[config.mk]
export PLATFORM = sky130hd
export DESIGN_NAME = fifo_write_arbiter
export DESIGN_NICKNAME = d
export VERILOG_FILES = /design/src/rtl/fifo_write_arbiter_pkg.sv /design/src/rtl/fifo_write_arbiter_rr_pick.sv /design/src/rtl/fifo_write_arbiter.sv
export SDC_FILE = /design/constraint.sdc
export NUM_CORES = 1
export LEC_CHECK = 0
export CORE_MARGIN = 2
export CORE_UTILIZATION = 44
export CTS_BUF_LIST = sky130_fd_sc_hd__clkbuf_2
export CTS_CLUSTER_DIAMETER = 150
export DETAILED_ROUTE_END_ITERATION = 12
export PLACE_DENSITY = 0.83
export SYNTH_ARGS = -nofsm -noshare
export SYNTH_HDL_FRONTEND = slang
export SYNTH_SLANG_ARGS = --single-unit
[constraint.sdc]
create_clock -name write_clk -period 3.9 [get_ports write_clk]
set_clock_uncertainty 0.2 [all_clocks]
set_input_delay 0.585 -clock write_clk [delete_from_list [all_inputs] [get_ports write_clk]]
set_output_delay 0.585 -clock write_clk [all_outputs]
set_load 0.03 [all_outputs]
[src/rtl/fifo_write_arbiter_pkg.sv]
// Shared types and defaults for the FIFO write-port arbiter and its round-robin helper.
package fifo_arb_pkg;

    typedef enum logic {
        IDLE  = 1'b0,
        BURST = 1'b1
    } state_e;

    localparam int DEF_NUM_REQ   = 4;
    localparam int DEF_DATA_W    = 8;
    localparam int DEF_MAX_BURST = 4;

    // Round-robin successor of ptr, wrapping at num_req.
    function automatic logic [2:0] next_rr(input logic [2:0] ptr, input int num_req);
        if (int'(ptr) >= num_req - 1) begin
            return 3'd0;
        end
        return ptr + 3'd1;
    endfunction

endpackage

[src/rtl/fifo_write_arbiter_rr_pick.sv]
// Rotating priority encoder: first set request at or after rr_ptr_i, wrapping at N.
module rr_pick #(
    parameter int N = 4
) (
    input  logic [N-1:0] req_i,
    input  logic [2:0]   rr_ptr_i,
    output logic         valid_o,
    output logic [2:0]   index_o
);

    always_comb begin
        int cand;
        valid_o = 1'b0;
        index_o = '0;
        cand    = 0;
        // Walk from the farthest offset back so the nearest set request wins.
        for (int k = N - 1; k >= 0; k--) begin
            cand = int'(rr_ptr_i) + k;
            if (cand >= N) begin
                cand = cand - N;
            end
            for (int j = 0; j < N; j++) begin
                if (req_i[j] && (j == cand)) begin
                    valid_o = 1'b1;
                    index_o = 3'(j);
                end
            end
        end
    end

endmodule

[src/rtl/fifo_write_arbiter.sv]
// Round-robin, burst-bounded arbiter sharing the async FIFO write port among NUM_REQ producers.
module fifo_write_arbiter
    import fifo_arb_pkg::*;
#(
    parameter int NUM_REQ   = DEF_NUM_REQ,
    parameter int DATA_W    = DEF_DATA_W,
    parameter int MAX_BURST = DEF_MAX_BURST,
    parameter int CNT_W     = 16
) (
    input  logic                      write_clk,
    input  logic                      reset,
    input  logic [NUM_REQ-1:0]        req,
    input  logic [NUM_REQ*DATA_W-1:0] req_data,
    input  logic                      mem_full,
    output logic [NUM_REQ-1:0]        grant,
    output logic                      fifo_write_en,
    output logic [DATA_W-1:0]         fifo_data,
    output logic [2:0]                owner,
    output logic                      busy,
    output logic [CNT_W-1:0]          word_count
);

    state_e            state_q, state_d;
    logic [2:0]        rr_ptr_q, rr_ptr_d;
    logic [2:0]        owner_q, owner_d;
    logic [3:0]        burst_cnt_q, burst_cnt_d;
    logic [CNT_W-1:0]  word_count_q, word_count_d;

    logic              pick_valid;
    logic [2:0]        pick_idx;
    logic              req_owner;
    logic              grant_vld;
    logic [2:0]        grant_idx;

    rr_pick #(.N(NUM_REQ)) u_rr_pick (
        .req_i    (req),
        .rr_ptr_i (rr_ptr_q),
        .valid_o  (pick_valid),
        .index_o  (pick_idx)
    );

    always_comb begin
        req_owner = 1'b0;
        for (int i = 0; i < NUM_REQ; i++) begin
            if (owner_q == 3'(i)) begin
                req_owner = req[i];
            end
        end
    end

    // Handshake: a word moves when grant[i] is high at a rising edge; there is no
    // ready back to the producer other than grant, and mem_full suppresses every grant.
    always_comb begin
        state_d     = state_q;
        rr_ptr_d    = rr_ptr_q;
        owner_d     = owner_q;
        burst_cnt_d = burst_cnt_q;
        grant_vld   = 1'b0;
        grant_idx   = '0;
        // Outputs stay quiet while reset is asserted, even before any clock edge.
        if (reset) begin
            case (state_q)
                IDLE: begin
                    if (!mem_full && pick_valid) begin
                        grant_vld   = 1'b1;
                        grant_idx   = pick_idx;
                        owner_d     = pick_idx;
                        burst_cnt_d = 4'd1;
                        if (MAX_BURST == 1) begin
                            rr_ptr_d = next_rr(pick_idx, NUM_REQ);
                        end else begin
                            state_d = BURST;
                        end
                    end
                end
                BURST: begin
                    if (!req_owner) begin
                        state_d  = IDLE;
                        rr_ptr_d = next_rr(owner_q, NUM_REQ);
                    end else if (!mem_full) begin
                        grant_vld   = 1'b1;
                        grant_idx   = owner_q;
                        burst_cnt_d = burst_cnt_q + 4'd1;
                        if (burst_cnt_q + 4'd1 == 4'(MAX_BURST)) begin
                            state_d  = IDLE;
                            rr_ptr_d = next_rr(owner_q, NUM_REQ);
                        end
                    end
                end
                default: state_d = IDLE;
            endcase
        end
        word_count_d = word_count_q + CNT_W'(grant_vld);
    end

    always_comb begin
        grant     = '0;
        fifo_data = '0;
        for (int i = 0; i < NUM_REQ; i++) begin
            if (grant_vld && (grant_idx == 3'(i))) begin
                grant[i]  = 1'b1;
                fifo_data = req_data[i*DATA_W +: DATA_W];
            end
        end
    end

    assign fifo_write_en = grant_vld;
    assign owner         = owner_q;
    assign busy          = (state_q == BURST);
    assign word_count    = word_count_q;

    always_ff @(posedge write_clk or negedge reset) begin
        if (!reset) begin
            state_q      <= IDLE;
            rr_ptr_q     <= '0;
            owner_q      <= '0;
            burst_cnt_q  <= '0;
            word_count_q <= '0;
        end else begin
            state_q      <= state_d;
            rr_ptr_q     <= rr_ptr_d;
            owner_q      <= owner_d;
            burst_cnt_q  <= burst_cnt_d;
            word_count_q <= word_count_d;
        end
    end

endmodule

==> results of run 1 <==
[cell families after synthesis]
family / count (synthesis) / share of synthesized area
other cells: 1 / 0.00227
simple gates: 51 / 0.156
flops: 25 / 0.379
xor+xnor: 15 / 0.0797
fa+ha+maj: 8 / 0.0607
buf+inv: 16 / 0.0592
mux: 20 / 0.125
compound gates: 30 / 0.137
[area by class of cell]
class	instances	area share
clock buffers	3	0.00629
clock inverters	1	0.00367
inverters	10	0.0157
multi-input cells	125	0.390
flip-flops and latches	25	0.262
well taps	48	0.0252
repair buffers	75	0.297
[layer usage]
metal  vias up  global-route usage
met1       719               0.269
met3         6              0.0445
met4         0              0.0807
li1        735                   -
met5         -                   0
met2        50               0.314
[layout by cell type, fill, tap and decap left out, types with 2 or more instances in the layout]
cell / count
sky130_fd_sc_hd__dfrtp_1: 25
sky130_fd_sc_hd__nand3_1: 12
sky130_fd_sc_hd__mux2i_1: 18
sky130_fd_sc_hd__nor3_1: 2
sky130_fd_sc_hd__clkdlybuf4s50_1: 58
sky130_fd_sc_hd__nor2_1: 14
sky130_fd_sc_hd__ha_1: 8
sky130_fd_sc_hd__a21oi_1: 2
sky130_fd_sc_hd__xnor2_1: 8
sky130_fd_sc_hd__a31oi_1: 2
sky130_fd_sc_hd__buf_4: 17
sky130_fd_sc_hd__clkbuf_2: 3
sky130_fd_sc_hd__o21ai_0: 5
sky130_fd_sc_hd__inv_1: 10
sky130_fd_sc_hd__nand4_1: 2
sky130_fd_sc_hd__xor2_1: 7
sky130_fd_sc_hd__nand3b_1: 2
sky130_fd_sc_hd__nand2_1: 12
sky130_fd_sc_hd__o22ai_1: 8
sky130_fd_sc_hd__nand2b_1: 2
sky130_fd_sc_hd__a21o_1: 2
[metrics by stage]
| stage | worst slack, ns | total power, mW |
|---|---|---|
| global route | 0.228 | 1.30 |
| CTS | 0.417 | 1.22 |
| detailed placement | 0.421 | 1.11 |
| global placement | 0.467 | 1.10 |
| finish | 0.440 | 1.21 |
| floorplan | 0.738 | 0.873 |
[power groups by stage]
stage          combinational (mW)  sequential (mW)  clock [mW]
5_1_grt                     0.725            0.455       0.120
3_5_place_dp                0.662            0.443           0
2_1_floorplan               0.381            0.492           0
3_3_place_gp                0.655            0.442           0
6_report                    0.666            0.439       0.107
4_1_cts                     0.668            0.438       0.112
[path summary, 6_finish.rpt]
check	start	end	slack [ns]	cells past startpoint
setup / recovery	reset	grant[3]	0.44	7
hold / removal	word_count[10]	word_count[10]	0.31	1
setup reg to reg	owner[0]	word_count[15]	0.90	12
hold reg to reg	word_count[10]	word_count[10]	0.31	1
max in group asynchronous	reset	burst_cnt_q[2]	2.87	2
min in group asynchronous	reset	word_count[10]	0.38	2
[sequential cells by signal, summed over array words and instances (netlist names)]
| signal | flops |
|---|---|
| rr_ptr_q | 2 |
| busy | 1 |
| burst_cnt_q | 4 |
| word_count | 16 |
| owner | 2 |
[critical path, stage by stage]
cell,delay [ns]
sky130_fd_sc_hd__clkdlybuf4s50_1,0.54
sky130_fd_sc_hd__buf_4,0.28
sky130_fd_sc_hd__nand2_1,0.15
sky130_fd_sc_hd__nor2_1,0.18
sky130_fd_sc_hd__a31oi_2,0.12
sky130_fd_sc_hd__nor2_1,0.13
sky130_fd_sc_hd__clkdlybuf4s50_1,0.69
==> results.md, run 1 <==
Placed design:
- The placed cell count is 283.
- The wire-length estimate of the detail-placed layout is 3180 um.
- The cell area after placement is 0.00236 mm^2.
- The global placer's final weighted congestion is 0.837.
- Buffers placed on the I/O ports in this run total 70.

Setup path:
- Of all nets on the critical path, the largest fanout is 19.
- The data arrival at the endpoint of the critical path is 2.68 ns.
- The worst setup path is captured at a primary output.
- Data on the critical path is required at its endpoint by 3.12 ns.
- The critical path is of the in2out type.
- The element type at the critical path start is an input port.

Synth:
- The post-synthesis sequential area ratio is 0.379.
- The mean cell area of the mapped netlist is 9.93 um^2.
- The most area-hungry cell type in the Yosys netlist is sky130_fd_sc_hd__dfrtp_1.
- Counting every net in the synthesized netlist gives 213.
- By area the synthesized netlist is led by sky130_fd_sc_hd__dfrtp_1 38%, sky130_fd_sc_hd__mux2i_1 11%, sky130_fd_sc_hd__ha_1 6.1%, sky130_fd_sc_hd__xnor2_1 4.2%, sky130_fd_sc_hd__xor2_1 3.7%.
- In the synthesized netlist, the number of instances is 166.
- Of the post-synthesis cell area, the dominant cell type holds 0.379.
- The number of different library cells used by synthesis comes to 40.
- Among all flip-flop cells after synthesis, the most frequent one is sky130_fd_sc_hd__dfrtp_1.
- In the synthesized netlist, the cells that appear most often are 25 x sky130_fd_sc_hd__dfrtp_1, 18 x sky130_fd_sc_hd__mux2i_1, 14 x sky130_fd_sc_hd__nor2_1, 12 x sky130_fd_sc_hd__nand2_1, 12 x sky130_fd_sc_hd__nand3_1.
- For this run, asynchronously set or reset flops after synthesis account for 1.00.
- By instance count, the leading cell after synthesis is sky130_fd_sc_hd__dfrtp_1.
- The cell area that synthesis handed to floorplanning was 0.00165 mm^2.
- The Yosys step of the flow raised 0 warnings.
- The flip-flop and latch count after synthesis is 25.
- The synthesized design contains 0 enable-type register cells.

Route:
- The number of vias per cell is 5.26.
- The remaining design rule violation count is 0.
- In the final routed layout, each cell accounts on average for 14.3 um.
- The met3 wire length is 314 um.
- Once detail routing completed, the nets flagged for antenna violations numbered 0.
- The met2 wire length is 1820 um.
- The met1 routed wirelength after detailed routing is 1910 um.
- The DRC violation total after the first TritonRoute iteration is 39.
- The number of iterations in the first detailed-routing pass is 4.
- The routed design has 4110 um of wire.
- Routed signal wires occupy layers up through met4.
- The routed layout has 1510 vias.

Global routing:
- In the global route stage, overall resource usage came out at 0.200.
- The number of global-route vias before repair is 1508.
- The global-route wire length before repair is 6820 um.
- The remaining global-route overflow is 0.
- The number of antenna violations at the first check in global routing came to 0.
- The largest net degree at the start of global routing is 20.

Power and ir drop:
- Summed over all nets, the switching power comes to 0.551 mW.
- The cell-internal power is 0.661 mW.
- The proportion of total power due to net switching is 0.455.
- The clock power share is 0.088.
- For this design the ratio of total power to cell area is 507 mW/mm^2.
- The worst-case IR drop observed on VDD is 0.000398 V.
- For this design the static power due to leakage is 1.15 nW.
- The share of total power in combinational logic is 0.549.
- Of the total power, registers draw 0.362.

STA:
- Across all hold checks on the routed design, the worst slack comes to 0.315 ns.
- The final sum of negative setup slack is 0 ns.
- Setup repair after global routing left no endpoint under its margin.
- The period utilization is 0.887.
- The hold violation total from the final report came to 0.
- The total count of max-transition violations in the final report is 0.
- The timing-limited maximum frequency is 0.289 GHz.
- The time the worst path needs with I/O delays and setup is 3.46 ns.
- Setup violations remaining at the end of the flow were counted as 0.

Clocking:
- The clock tree from TritonCTS is done.
- Buffers inserted during clock tree synthesis total 3.
- The clock input transition at the sequential cells of the worst setup and hold paths is 0.25 ns.
- The clock network latency to the later pin of the worst-skew pair is 0.36 ns.
- Once the clock tree was built, the setup fixing pass inserted 0 buffers.
- The CTS H-tree depth is 1.
- The clock sink count is 25.
- The largest buffer count on any clock path is 2.
- The number of gates given a new drive strength after cts is 0.
- The clock root buffer is sky130_fd_sc_hd__clkbuf_2.
- The count of hold-fix buffers inserted at cts is 0.

Die:
- The initial utilization of the core area, before any placement, comes to 0.454.
- The area of the placeable core is 0.00363 mm^2.
- In this run the horizontal extent of the chip is 65.2 um.
- During I/O placement, the number of pins put on the boundary was 72.
- The die is 65.2 um tall.
- The floorplan die area is 0.00425 mm^2.
- The number of placement rows is 22.

Run:
- The count of max-cap constraint violations is 0.

Final layout:
- The total inserted antenna cells is 0.
- In the final layout, flip-flops and latches occupy 626 um^2.
- The area of all placed cells without fillers is 0.00239 mm^2.
- From synthesis to final layout, the design area changed by 44.8%.
- In the final layout, the multi-input gates occupy 932 um^2.
- The final core area utilization is 0.657.
- The final instance count without filler cells is 287.
- Fill cells in the final layout number 314.
- The final net count is 287.
- In the final layout, the share of cells above drive strength 1 is 0.134.

Hold path:
- In this run the worst hold path is classified as reg2reg.

Outcome:
- The run finished with clean final reports.
(Power assumes the default switching activity.)
==> inputs of run 2 (changes only) <==
--- a/config.mk
+++ b/config.mk
@@ -6,11 +6,11 @@
 export NUM_CORES = 1
 export LEC_CHECK = 0
 export CORE_MARGIN = 2
-export CORE_UTILIZATION = 44
+export CORE_UTILIZATION = 39
 export CTS_BUF_LIST = sky130_fd_sc_hd__clkbuf_2
 export CTS_CLUSTER_DIAMETER = 150
 export DETAILED_ROUTE_END_ITERATION = 12
-export PLACE_DENSITY = 0.83
+export PLACE_DENSITY = 0.74
 export SYNTH_ARGS = -nofsm -noshare
 export SYNTH_HDL_FRONTEND = slang
 export SYNTH_SLANG_ARGS = --single-unit
==> constraint.sdc (replaced) <==
create_clock -name write_clk -period 3 [get_ports write_clk]
set_clock_uncertainty 0.2 [all_clocks]
set_input_delay 0.45 -clock write_clk [delete_from_list [all_inputs] [get_ports write_clk]]
set_output_delay 0.45 -clock write_clk [all_outputs]
set_load 0.03 [all_outputs]
==> run 2 against run 1 <==
  * The flow now finishes with violations (setup timing)
  * Count of clock-buffer cells in the layout grew 1
  * Sequential power rose by 31%
  * Via count up 5.6%
==> results.md, run 2 (synthesis results as in run 1) <==
Outcome:
- The flow ran to the end, but the final reports show violations.
- The checks that failed: setup timing.

Setup path:
- The worst register-to-register path begins at owner[0].
- The origin of the worst setup path is owner[0].
- The most prevalent standard cell on the critical path is sky130_fd_sc_hd__buf_6.
- Walking the worst path, the cells encountered are ha_4, a211oi_4, a21oi_4, buf_6, a31oi_4, buf_6, mux2i_2, o22ai_1, buf_4.
- The cell family contributing the most delay on the critical path is compound AO/OA/AOI/OAI gates.
- The number of cells on the worst reg-to-reg path is 15.
- The critical path endpoint category is a primary output.
- The critical path crosses 9 cells after its start point.
- The maximum fanout count along the critical path is 5.
- Among all stages on the critical path, the largest delay is contributed by sky130_fd_sc_hd__dfrtp_2.
- For the worst setup path, the data arrival time is 2.47 ns.
- The required time at the endpoint of the critical path is 2.35 ns.
- The number of buffers and inverters on the critical path is 3.
- For this run, the slowest stage of the critical path takes 0.52 ns.
- The worst setup path is of the reg2out kind.
- The worst setup path is launched from a register.

STA:
- The total count of max-transition violations in the final report is 0.
- Setup repair after global routing could not meet its margin everywhere.
- The hold violation total from the final report was 0.
- The period utilization is 1.04.
- After layout, the worst setup slack is -0.123 ns.
- Setup violations remaining at the end of the flow were counted as 9.
- The time the worst path needs with I/O delays and setup is 3.12 ns.
- Static timing analysis puts the maximum clock frequency at 0.320 GHz.

Final layout:
- In the layout the commonest cells are 57 x sky130_fd_sc_hd__clkdlybuf4s50_1, 29 x sky130_fd_sc_hd__buf_4, 23 x sky130_fd_sc_hd__dfrtp_1, 12 x sky130_fd_sc_hd__nand2_1, 12 x sky130_fd_sc_hd__nand3_1.
- Measured on the finished design, the core utilization comes to 0.696.
- The proportion of layout cells with a drive suffix above 1 is 0.324.
- The total inserted antenna cells is 0.
- The leading cell type in the layout, fill and taps excluded is sky130_fd_sc_hd__clkdlybuf4s50_1.
- The layout overhead on the synthesized area is 70.0%.
- The total area of sequential cells is 628 um^2.
- The final net count is 310.
- The filler cell count is 310.
- The footprint of the multi-input gates is 0.00113 mm^2.
- The register with the most flip-flops in the layout has 16 of them.
- The area of all placed cells without fillers is 0.00280 mm^2.

Die:
- During I/O placement, the number of pins put on the boundary was 72.
- The horizontal die dimension is 69.0 um.
- The floorplan step set the die height to 69.0 um.
- The initial utilization of the core area, before any placement, comes to 0.409.
- The floorplan step defined a core boundary enclosing 0.00403 mm^2.
- The floorplan has 23 rows.
- The floorplan step defined a die boundary enclosing 0.00476 mm^2.

Clocking:
- The clock network latency to the later pin of the worst-skew pair is 0.36 ns.
- The clock sink count is 25.
- The TritonCTS buffer count is 3.
- In this run the deepest clock path goes through 2 buffers.
- CTS placed an instance of sky130_fd_sc_hd__clkbuf_2 at the clock tree root.
- TritonCTS built the clock tree.
- In this run the number of H-tree levels came out at 1.
- Clock-pin slew was measured on the worst setup and hold paths at 0.21 ns.

Route:
- The remaining antenna violation count after routing is 0.
- The number of iterations in the first detailed-routing pass is 4.
- The total length of routed wires is 4870 um.
- The average routed wire per standard cell is 15.6 um.
- Using the TritonRoute via totals, the vias-per-cell ratio works out to 5.11.
- For this run, design rule violations remaining after detail routing come to 0.
- In this run, the number of DRC markers left after iteration 0 of detailed routing was 52.
- The total number of vias is 1594.

Global routing:
- The first global-routing pass estimated 7770 um of wire.
- The number of antenna violations at the first check in global routing was 0.
- For this run, the total global-route usage over all layers was measured as 0.196.
- The largest net degree at the start of global routing is 24.
- The number of global-route vias before repair is 1584.
- The remaining global-route overflow is 0.

Power and ir drop:
- The static power due to leakage is 1.25 nW.
- Power spread over the standard cell area amounts to 663 mW/mm^2.
- The worst-case IR drop observed on VDD is 0.000459 V.

Placed design:
- The half-perimeter wire length of the detailed placement result is 3300 um.
- The number of port buffers is 70.
- The congestion estimate from routability-driven global placement came to 0.788.
- The cell area after placement is 0.00248 mm^2.

Hold path:
- The path class of the lowest-slack min-delay path is in2async.

Run:
- The tool flagged a number of max-cap violations equal to 0.
[run 2: cell types whose count changed in the layout (fill, tap and decap cells not counted), sizes merged]
cell,delta
clkdlybuf4s50,-1
inv,-1
clkbuf,+1
buf,+24
[run 2: final timing paths]
check	end	slack (ns)
setup reg to reg	word_count[14]	0.15
hold reg to reg	word_count[15]	0.30
min in group write_clk	word_count[15]	0.30
setup / recovery	fifo_data[2]	-0.12
hold / removal	word_count[2]	0.18
max in group asynchronous	owner[0]	1.93
[run 2: worst reg2reg max path, cell delays in order (launching register included)]
cell and delay (ns):
sky130_fd_sc_hd__dfrtp_2 0.50, sky130_fd_sc_hd__inv_2 0.06, sky130_fd_sc_hd__ha_2 0.20, sky130_fd_sc_hd__a22o_1 0.22, sky130_fd_sc_hd__a21oi_4 0.13, sky130_fd_sc_hd__buf_4 0.12, sky130_fd_sc_hd__o2111a_1 0.21, sky130_fd_sc_hd__buf_4 0.12
sky130_fd_sc_hd__ha_2 0.19, sky130_fd_sc_hd__ha_2 0.18, sky130_fd_sc_hd__nand2_1 0.05, sky130_fd_sc_hd__nor2_1 0.14, sky130_fd_sc_hd__nand2_1 0.11, sky130_fd_sc_hd__nor2_2 0.14, sky130_fd_sc_hd__nand2_1 0.07, sky130_fd_sc_hd__xnor2_1 0.13
[run 2: through the flow]
| stage | cells | setup slack, ns | TNS, ns | hold slack, ns | power (mW) |
|---|---|---|---|---|---|
| 3_3_place_gp | 299 | -0.00542 | -0.00663 | 0.262 | 1.47 |
| 6_report | 312 | -0.123 | -0.787 | 0.183 | 1.86 |
| 5_1_grt | 312 | -0.264 | -2.20 | 0.146 | 1.97 |
| 3_5_place_dp | 299 | -0.0321 | -0.142 | 0.268 | 1.49 |
| 4_1_cts | 313 | -0.118 | -0.850 | 0.173 | 1.79 |
| 2_1_floorplan | 166 | 0.0745 | 0 | -0.0456 | 1.14 |
[run 2: layout make-up]
type | count | share of cell area
multi-input cells | 125 | 0.402
flip-flops and latches | 25 | 0.224
repair buffers | 98 | 0.331
clock buffers | 4 | 0.00714
inverters | 10 | 0.0134
well taps | 50 | 0.0223
[run 2: routing by layer]
metal / share of wire / wire (um) / global-route usage
met1: 0.42 / 2030 / 0.257
met2: 0.53 / 2580 / 0.331
met3: 0.033 / 161 / 0.0395
met4: 0.021 / 102 / 0.0501
met5: 0 / 0 / 0
[run 2: power by group]
group,total [mW],internal [mW],switching (mW)
combinational,1.15,0.571,0.575
clock,0.136,0.0352,0.101
sequential,0.574,0.431,0.143
total,1.86,1.04,0.819
[run 2: timing repair]
item                                    CTS  global route
endpoints found under the setup margin   11            17
setup buffers                             8             2
gates resized for setup                  16            39
hold buffers                              0             0
pin swaps                                 7            11
gates cloned                              2             0
==> inputs of run 3 (changes only) <==
--- a/config.mk
+++ b/config.mk
@@ -6,11 +6,12 @@
 export NUM_CORES = 1
 export LEC_CHECK = 0
 export CORE_MARGIN = 2
-export CORE_UTILIZATION = 39
+export CORE_UTILIZATION = 47
 export CTS_BUF_LIST = sky130_fd_sc_hd__clkbuf_2
 export CTS_CLUSTER_DIAMETER = 150
 export DETAILED_ROUTE_END_ITERATION = 12
-export PLACE_DENSITY = 0.74
+export PLACE_DENSITY = 0.78
 export SYNTH_ARGS = -nofsm -noshare
 export SYNTH_HDL_FRONTEND = slang
+export SYNTH_HIERARCHICAL = 1
 export SYNTH_SLANG_ARGS = --single-unit
==> constraint.sdc (replaced) <==
create_clock -name write_clk -period 3.5 [get_ports write_clk]
set_clock_uncertainty 0.2 [all_clocks]
set_input_delay 0.525 -clock write_clk [delete_from_list [all_inputs] [get_ports write_clk]]
set_output_delay 0.525 -clock write_clk [all_outputs]
set_load 0.03 [all_outputs]
==> run 3 against run 2 <==
  * The run still ends with setup timing left
  * Die area up 5.9%
  * Global-route usage up 7.9 points
  * Final cell count up 22%
  * Setup slack worse by 0.30 ns
  * Critical path depth up 5
  * Sequential power down 11%
  * Register-to-register slack better by 0.06 ns
  * First-iteration DRC count rose to 4.3 times the previous value
  * Critical path type unchanged
  * Largest cell class unchanged
==> results.md, run 3 <==
Synth:
- The synthesized design contains 0 enable-type register cells.
- In the post-synthesis netlist, the cell with the most instances is sky130_fd_sc_hd__dfrtp_1.
- Of the post-synthesis cell area, the dominant cell type holds 0.320.
- The mean cell area of the mapped netlist is 9.43 um^2.
- The net count after synthesis is 277.
- The commonest cells after synthesis are 27 x sky130_fd_sc_hd__dfrtp_1, 20 x sky130_fd_sc_hd__nand2_1, 14 x sky130_fd_sc_hd__ha_1, 12 x sky130_fd_sc_hd__nor2_1, 11 x sky130_fd_sc_hd__o21ai_0.
- Of all flip-flops after synthesis, the portion carrying an async set or reset was 1.00.
- The number of different library cells used by synthesis comes to 54.
- The share of the Yosys chip area taken by registers is 0.320.
- The flip-flop and latch count after synthesis is 27.
- Sorting the synthesized cells by area gives the leading types as sky130_fd_sc_hd__dfrtp_1 32%, sky130_fd_sc_hd__ha_1 8.3%, sky130_fd_sc_hd__a22oi_2 4.7%, sky130_fd_sc_hd__xnor2_1 4.1%, sky130_fd_sc_hd__nand2_1 3.6%.
- The primary flip-flop cell chosen by synthesis mapping is sky130_fd_sc_hd__dfrtp_1.
- The Yosys step of the flow raised 6 warnings.
- The most area-hungry cell type in the Yosys netlist is sky130_fd_sc_hd__dfrtp_1.
- The cell area that synthesis handed to floorplanning was 0.00211 mm^2.
- After technology mapping, the gate count stands at 224.

Die:
- The die covers 0.00505 mm^2.
- The initial standard-cell utilization of the core is 0.485.
- The area of the placeable core is 0.00435 mm^2.
- After floorplanning, the core was divided into 24 placement rows.
- The horizontal die dimension is 71.0 um.
- The floorplan step set the die height to 71.0 um.
- The I/O pin count is 72.

Setup path:
- The peak per-stage delay on the critical path is 0.50 ns.
- The cell family contributing the most delay on the critical path is compound AO/OA/AOI/OAI gates.
- The path type of the worst setup path is reg2out.
- At the worst endpoint, the required time is 2.77 ns.
- Traced cell by cell, the critical path runs through inv_4, ha_4, buf_4, buf_4, and3b_1, o311ai_1, a32oi_1, nor3_2, inv_1, a32o_2, buf_12, a221oi_4, a21oi_2, buf_6.
- The number of buffers and inverters on the critical path is 6.
- The worst setup path is launched from a register.
- The most prevalent standard cell on the critical path is sky130_fd_sc_hd__buf_4.
- Data on the critical path arrives at its endpoint at 3.20 ns.
- In this run the worst path has a maximum fanout of 5.
- STA classifies the critical path endpoint as a primary output.
- On the critical path, the stage with the largest delay is an instance of sky130_fd_sc_hd__dfrtp_2.

Power and ir drop:
- For this design the ratio of total power to cell area is 597 mW/mm^2.
- In this run the static leakage power is 1.52 nW.
- VDD sags by at most 0.000451 V.

Placed design:
- The cell area after placement is 0.00305 mm^2.
- Routability-driven placement finished with a final weighted congestion of 0.997.
- Once detailed placement completed, the half-perimeter wirelength came to 4510 um.
- In this run the tool buffered the top-level ports with 71 buffer cells.

STA:
- The final sum of negative setup slack is -3.87 ns.
- Timing would allow up to 0.255 GHz.
- The period utilization is 1.12.
- The hold violation total from the final report is 0.
- For the finished layout, the period the worst path requires is 3.93 ns.
- Setup violations remaining at the end of the flow were counted as 12.
- The final worst slack is -0.426 ns.
- Setup repair after global routing could not meet its margin everywhere.
- The total count of max-transition violations in the final report came to 0.

Route:
- The number of vias per cell is 5.78.
- The average routed wire per standard cell is 19.1 um.
- The number of iterations in the first detailed-routing pass is 5.
- For this block, the initial DRC count from the detailed router was 226.
- The remaining antenna violation count after routing is 0.
- In the routed design, unresolved DRC markers number 0.
- The detailed router placed 2197 vias in this run.
- The total length of routed wires is 7260 um.

Global routing:
- The number of antenna violations at the first check in global routing is 0.
- The largest net degree at the start of global routing is 28.
- The remaining global-route overflow is 0.
- The global-route wire length before repair is 11100 um.
- The global-route usage over all layers is 0.275.
- The number of global-route vias before repair is 2283.

Final layout:
- The proportion of layout cells with a drive suffix above 1 is 0.354.
- Leaving out fill and tap cells, the most frequent cells in the layout are 57 x sky130_fd_sc_hd__clkdlybuf4s50_1, 32 x sky130_fd_sc_hd__buf_4, 26 x sky130_fd_sc_hd__dfrtp_1, 20 x sky130_fd_sc_hd__nand2_1, 13 x sky130_fd_sc_hd__buf_6.
- 0 antenna diodes ended up in the layout.
- The number of flip-flops in the largest register is 16.
- The final core area utilization is 0.815.
- After routing the design area is 0.00355 mm^2.
- The leading cell type in the layout, fill and taps excluded is sky130_fd_sc_hd__clkdlybuf4s50_1.
- For this run, the post-layout net count is 382.
- Compared with the post-synthesis result, the final layout area differs by 68.1%.

Run:
- Across the run, the number of max-cap violations was 0.

Clocking:
- The CTS H-tree depth is 1.
- The TritonCTS buffer count is 3.
- The largest buffer count on any clock path is 2.
- After clock tree synthesis, the clock-pin slew on the worst setup and hold paths is 0.25 ns.
- The clock network latency to the later pin of the worst-skew pair is 0.35 ns.
- The clock root buffer is sky130_fd_sc_hd__clkbuf_2.
- TritonCTS built the clock tree.
- The clock sink count is 27.
- The number of hold buffers added after CTS was 0.

Hold path:
- The tightest min-delay check is of the in2async type.

Outcome:
- The run finished, with violations left.
- The final reports fail on setup timing.
run 3: cells by family after synthesis:
group	Yosys count	share of synthesized area
AO/OA/AOI/OAI	64	0.256
XOR/XNOR	16	0.0663
adder cells (fa/ha/maj)	14	0.0829
buffers and inverters	22	0.0628
flip-flops	27	0.320
multiplexers	2	0.0107
other	1	0.00178
AND/OR/NAND/NOR	78	0.200
run 3: layer usage:
layer | part of all wire | global-route usage | vias to the layer above
li1 | - | - | 1031
met1 | 0.42 | 0.360 | 1082
met2 | 0.52 | 0.479 | 63
met3 | 0.030 | 0.0328 | 21
met4 | 0.026 | 0.0776 | 0
met5 | 0 | 0 | -
run 3: power by group:
part	total (mW)	leakage, nW	internal [mW]	switching [mW]
clock network	0.118	0.0164	0.0259	0.0920
registers	0.509	0.351	0.390	0.118
logic	1.49	1.15	0.722	0.771
total	2.12	1.52	1.14	0.981
run 3: layout make-up:
class	count	area, um^2
multi-input combinational	175	1590
timing repair buffer	111	1160
fill	254	805
sequential	27	677
tap	52	65.1
inverter	11	43.8
clock buffer	3	15.0
clock inverter	1	5.00
run 3: per-stage QoR:
| stage | hold WS, ns | setup slack [ns] | power, mW | instances |
|---|---|---|---|---|
| 2_1_floorplan | 0.0294 | 0.00999 | 1.22 | 224 |
| 3_3_place_gp | 0.261 | -0.172 | 1.63 | 368 |
| 3_5_place_dp | 0.277 | -0.226 | 1.66 | 368 |
| 4_1_cts | 0.120 | -0.331 | 2.01 | 379 |
| 5_1_grt | 0.102 | -0.552 | 2.24 | 380 |
| 6_report | 0.143 | -0.426 | 2.12 | 380 |
run 3: final timing paths:
| path | start | slack [ns] | endpoint | cells after the start |
|---|---|---|---|---|
| setup / recovery | rr_ptr_q[1] | -0.43 | fifo_data[6] | 14 |
| hold / removal | reset | 0.14 | owner[1] | 1 |
| setup reg to reg | owner[0] | 0.21 | word_count[14] | 14 |
| hold reg to reg | word_count[15] | 0.30 | word_count[15] | 1 |
| max in group asynchronous | reset | 2.34 | rr_ptr_q[1] | 2 |
| min in group write_clk | word_count[15] | 0.30 | word_count[15] | 1 |
run 3: repair_timing:
item	4_1_cts	5_1_grt
endpoints found under the setup margin	12	14
gates resized for setup	53	15
buffers inserted	3	1
pin swaps	5	7
hold endpoints to repair	0	0
gates cloned	4	0
run 3: worst register-to-register path: cells and delay by family (launching register included):
family	cells	cell delay (ns)
fa+ha+maj	4	0.83
xor+xnor	1	0.17
simple gates	5	0.67
compound gates	2	0.56
buf+inv	2	0.26
flops	1	0.55
